## src/rtl/reaction_timer_ctrl.sv

```systemverilog
// Reaction timer sequencer: IDLE -> ARMED -> GO -> DONE game flow with a
// pseudo-random arm delay, false-start (EARLY) and TIMEOUT detection.
module reaction_timer_ctrl #(
    parameter int TICKS_PER_MS = 50000,
    parameter int MIN_DELAY_MS = 1000,
    parameter int RAND_BITS    = 11,
    parameter int MAX_MS       = 9999,
    parameter int MS_W         = 14
) (
    input  logic            clk,
    input  logic            reset,
    input  logic            start_btn,
    input  logic            react_btn,
    output logic            led_go,
    output logic            busy,
    output logic [MS_W-1:0] result_ms,
    output logic            result_valid,
    output logic            early_flag,
    output logic            timeout_flag,
    output logic [2:0]      dbg_state_o
);

    localparam int PW = (TICKS_PER_MS > 2) ? $clog2(TICKS_PER_MS) : 1;
    localparam logic [PW-1:0]   TICK_LAST = PW'(TICKS_PER_MS - 1);
    localparam logic [PW-1:0]   PRESC_ONE = PW'(1);
    localparam logic [MS_W-1:0] MS_ONE    = MS_W'(1);
    localparam logic [MS_W-1:0] MS_MAX    = MS_W'(MAX_MS);
    localparam logic [MS_W-1:0] MIN_DELAY = MS_W'(MIN_DELAY_MS);
    localparam logic [15:0]     LFSR_SEED = 16'hACE1;

    typedef enum logic [2:0] {
        S_IDLE    = 3'd0,
        S_ARMED   = 3'd1,
        S_GO      = 3'd2,
        S_DONE    = 3'd3,
        S_EARLY   = 3'd4,
        S_TIMEOUT = 3'd5
    } state_t;

    state_t          state_q, state_d;
    logic [15:0]     lfsr_q, lfsr_d;
    logic            start_prev_q, react_prev_q;
    logic [PW-1:0]   presc_q, presc_d;
    logic [MS_W-1:0] ms_q, ms_d, ms_inc;
    logic [MS_W-1:0] delay_q, delay_d;
    logic [MS_W-1:0] result_q, result_d;
    logic            start_press, react_press, tick, lfsr_fb;

    assign start_press = start_btn & ~start_prev_q;
    assign react_press = react_btn & ~react_prev_q;
    assign tick        = (presc_q == TICK_LAST);
    assign lfsr_fb     = lfsr_q[15] ^ lfsr_q[13] ^ lfsr_q[12] ^ lfsr_q[10];

    // Free-running LFSR; the zero guard only matters if the register is ever upset.
    always_comb begin
        lfsr_d = {lfsr_q[14:0], lfsr_fb};
        if (lfsr_q == 16'h0000) begin
            lfsr_d = LFSR_SEED;
        end
    end

    // Millisecond value as it will be after this cycle, saturating.
    always_comb begin
        ms_inc = ms_q;
        if (tick && (ms_q != {MS_W{1'b1}})) begin
            ms_inc = ms_q + MS_ONE;
        end
    end

    always_comb begin
        state_d  = state_q;
        delay_d  = delay_q;
        result_d = result_q;
        case (state_q)
            S_IDLE, S_DONE, S_EARLY, S_TIMEOUT: begin
                if (start_press) begin
                    state_d  = S_ARMED;
                    delay_d  = MIN_DELAY + MS_W'(lfsr_q[RAND_BITS-1:0]);
                    result_d = '0;
                end
            end
            S_ARMED: begin
                if (react_press) begin
                    state_d = S_EARLY;
                end else if (ms_inc == delay_q) begin
                    state_d = S_GO;
                end
            end
            S_GO: begin
                if (react_press) begin
                    state_d  = S_DONE;
                    result_d = ms_q;
                end else if (ms_inc >= MS_MAX) begin
                    state_d  = S_TIMEOUT;
                    result_d = MS_MAX;
                end
            end
            default: begin
                state_d = S_IDLE;
            end
        endcase
    end

    // Timebase restarts from zero whenever a new state is entered.
    always_comb begin
        presc_d = tick ? '0 : presc_q + PRESC_ONE;
        ms_d    = ms_inc;
        if (state_d != state_q) begin
            presc_d = '0;
            ms_d    = '0;
        end
    end

    always_ff @(posedge clk) begin
        if (reset) begin
            state_q      <= S_IDLE;
            lfsr_q       <= LFSR_SEED;
            start_prev_q <= 1'b1;
            react_prev_q <= 1'b1;
            presc_q      <= '0;
            ms_q         <= '0;
            delay_q      <= '0;
            result_q     <= '0;
        end else begin
            state_q      <= state_d;
            lfsr_q       <= lfsr_d;
            start_prev_q <= start_btn;
            react_prev_q <= react_btn;
            presc_q      <= presc_d;
            ms_q         <= ms_d;
            delay_q      <= delay_d;
            result_q     <= result_d;
        end
    end

    assign led_go       = (state_q == S_GO);
    assign busy         = (state_q == S_ARMED) || (state_q == S_GO);
    assign result_valid = (state_q == S_DONE);
    assign early_flag   = (state_q == S_EARLY);
    assign timeout_flag = (state_q == S_TIMEOUT);
    assign result_ms    = result_q;
    assign dbg_state_o  = state_q;

endmodule
```

## config.mk

```make
export PLATFORM = sky130hd
export DESIGN_NAME = reaction_timer_ctrl
export DESIGN_NICKNAME = d
export VERILOG_FILES = /design/src/rtl/reaction_timer_ctrl.sv
export SDC_FILE = /design/constraint.sdc
export NUM_CORES = 1
export LEC_CHECK = 0
export BUFFER_PORTS_ARGS = -buffer_cell sky130_fd_sc_hd__buf_4
export CORE_MARGIN = 5
export CORE_UTILIZATION = 55
export CTS_CLUSTER_DIAMETER = 150
export DETAILED_ROUTE_END_ITERATION = 8
export PLACE_DENSITY = 0.75
export SYNTH_ARGS = -nofsm -noshare
export SYNTH_HDL_FRONTEND = slang
export SYNTH_SLANG_ARGS = --single-unit
```

## constraint.sdc

```tcl
create_clock -name clk -period 3.7 [get_ports clk]
set_clock_uncertainty 0.15 [all_clocks]
set_input_delay 0.555 -clock clk [delete_from_list [all_inputs] [get_ports clk]]
set_output_delay 0.555 -clock clk [all_outputs]
set_load 0.02 [all_outputs]
```

==> summary.txt <==
Worst setup path
  – Worst Setup Start Kind: flop
  – Crit path capture type: flop
  – Required @ worst endpoint: 3770 ps
  – Data arrival, critical path: 3640 ps
  – Critical path class: flop to flop
  – Crit path max fanout: 28

Power and ir drop
  – Static leakage: 0.00168 µW
  – PwrDens: 379 nW/µm²
  – Power share of the sequential group: 0.498
  – Max IR drop VDD: 0.275 mV
  – Sw Ratio: 0.259
  – Switching power: 459 µW
  – Combinational cell fraction of total power: 0.105
  – Internal power: 1310 µW
  – Clock power share: 0.396

Global routing
  – Initial antenna violation count: 0
  – First-pass GRT wire length: 16.7 mm
  – Grt ovf: 0
  – Vias in the first global route: 3,382
  – Total track usage: 0.231
  – Largest net degree at the start of global routing: 34

Synthesis
  – Syn avg cell area: 8.77 µm²
  – Synthesized cell area: 4100 µm²
  – Top post-synthesis cells by count: 77 x dfxtp_1, 48 x nand2_1, 24 x nor2_1, 24 x nor4_1, 22 x nor3_1
  – Post-synth EDFFs: 0
  – Top cell type's share of synthesized area: 0.376
  – Seq cells post-synth: 77
  – Unique masters post-synth: 63
  – Yosys top cell by area: dfxtp_1
  – Post-Syn Instances: 468
  – Seq/Total Area, Yosys: 0.376
  – Ys flop type: dfxtp_1
  – Ranking of synthesized cells by area: dfxtp_1 38%, nand2_1 4.4%, nor4_1 3.7%
  – Ys async rst share: 0
  – Synth warn: 0
  – Most common cell in the synthesized netlist: dfxtp_1
  – Syn nets: 475

Placement
  – Post-DP HPWL: 7.16 mm
  – Placed Area: 4430 µm²
  – Placed cells: 578
  – Port bufs: 25
  – RePlAce Congestion: 0.946

Routing
  – Vias: 3,678
  – Final ANT Viol Nets: 0
  – # DRC: 0
  – Vias per cell: 6.17
  – WL final: 9.99 mm
  – Drt pass-1 iters: 5
  – First DRT Iteration DRCs: 375
  – WL per Instance: 16.8 µm

Floorplan
  – Initial Util: 0.566
  – Die area: 9290 µm²
  – Core box area: 7250 µm²
  – Placement Rows: 31
  – IO Count: 26
  – Die width: 96.4 µm
  – Die H: 96.4 µm

Min path
  – Min-Delay Path Class: input port to flop

Cells and area
  – Area growth from synthesis to layout: 14.0%
  – Nets: 499
  – Non-Filler Instances: 596
  – Final core utilization: 0.645
  – Layout cell share with drive strength beyond 1: 0.187
  – Register area: 1540 µm²
  – Post-route cell area: 4680 µm²
  – Multi-input gate area: 2390 µm²
  – Antenna fix cells: 0
  – Filler cells: 600

Clock network
  – Reg clk slew, reported paths: 80 ps
  – Worst skew pair latency: 350 ps
  – CTS tree: done
  – H-tree depth: 3
  – Clk buf depth: 2
  – Root buf cell: clkbuf_8
  – CTS sink count: 77
  – Cts hold-fix bufs: 0
  – CTS buffer count: 9

STA
  – Slew margin rel.: 0.481
  – Max Fclk: 280 MHz
  – Final Hold Vio Count: 0
  – Final hold slack: 251 ps
  – Worst Tran Pin Value: 769 ps
  – Slew Viols, Final: 0
  – Total negative slack: 0 ps
  – RSZ-0062 raised after global routing: no
  – Final Cycle Share: 0.965
  – Post-layout min period: 3570 ps
  – Setup violations, final: 0

Status
  – Outcome: completed

Job
  – Max-cap violations: 0
layer usage:
layer / track usage / part of all wire / wire, µm / vias to the layer above
li1: - / - / - / 1782
met1: 0.324 / 0.45 / 4510 / 1749
met2: 0.356 / 0.47 / 4700 / 131
met3: 0.0532 / 0.063 / 629 / 16
met4: 0.0619 / 0.015 / 153 / 0
met5: 0 / 0 / 0 / -
logic make-up after synthesis:
logic type	count (synthesis)	share of synthesized area
muxes	2	0.00488
DFF	77	0.376
adders and majority gates	3	0.00915
buffers and inverters	40	0.0464
and+or+nand+nor	225	0.330
xor gates and xnor gates	34	0.0826
AOI/OAI and AO/OA	87	0.152
state kept, by name, summed over array words and instances, names as in the netlist:
| name | count |
|---|---|
| dbg_state_o | 3 |
| delay_q | 12 |
| lfsr_q | 16 |
| ms_q | 14 |
| presc_q | 16 |
| react_prev_q | 1 |
| result_ms | 14 |
| start_prev_q | 1 |
stage by stage:
step | worst slack [ps] | power, µW
global route | 6.49 | 1850
detailed placement | 51.8 | 1090
finish | 128 | 1770
floorplan | 223 | 1030
global placement | 151 | 1080
CTS | 53.3 | 1780
final cells by class:
class	instances	share of cell area
Multi-Input combinational cell	351	0.511
Sequential cell	77	0.330
Timing Repair Buffer	46	0.0792
Clock buffer	9	0.0265
Tap cell	99	0.0265
Clock inverter	7	0.0214
Inverter	7	0.00562
worst paths after layout:
kind                                              endpoint  slack [ps]  cells past startpoint                       start
worst max-delay path                 presc_q[9]$_SDFF_PP0_         130                     10          ms_q[1]$_SDFF_PP0_
worst min-delay path               start_prev_q$_SDFF_PP1_         250                      2                   start_btn
worst max register to register       presc_q[9]$_SDFF_PP0_         130                     10          ms_q[1]$_SDFF_PP0_
worst min register to register  result_ms[13]$_SDFFE_PP0P_         300                      2  result_ms[13]$_SDFFE_PP0P_
power groups by stage:
stage / clock network [µW] / registers, µW / logic, µW
6_report: 702 / 882 / 186
4_1_cts: 715 / 882 / 186
5_1_grt: 759 / 887 / 204
3_3_place_gp: 0 / 901 / 182
3_5_place_dp: 0 / 902 / 185
2_1_floorplan: 0 / 894 / 138
cells in the final DEF (no fill, tap or decap), drive strengths merged, types with 15 or more instances in the layout:
cell type   n
a211oi     15
a21oi      15
buf        46
dfxtp      77
nand2      48
nor2       24
nor2b      16
nor3       22
nor4       35
xnor2      16
xor2       15
repair_timing:
| item | CTS | global route |
|---|---|---|
| endpoints found under the setup margin | 0 | 28 |
| gates resized for setup | 0 | 3 |
| setup buffers | 0 | 2 |
critical path, stage by stage, from the launching register on:
cell	delay [ps]
dfxtp_1	440
ha_1	320
nand4_2	170
or4_4	580
nand3_1	130
xnor3_1	210
nor4_1	300
or4b_4	550
a211oi_4	280
buf_12	230
nor4_1	80
Power figures use the tool's default switching activity.
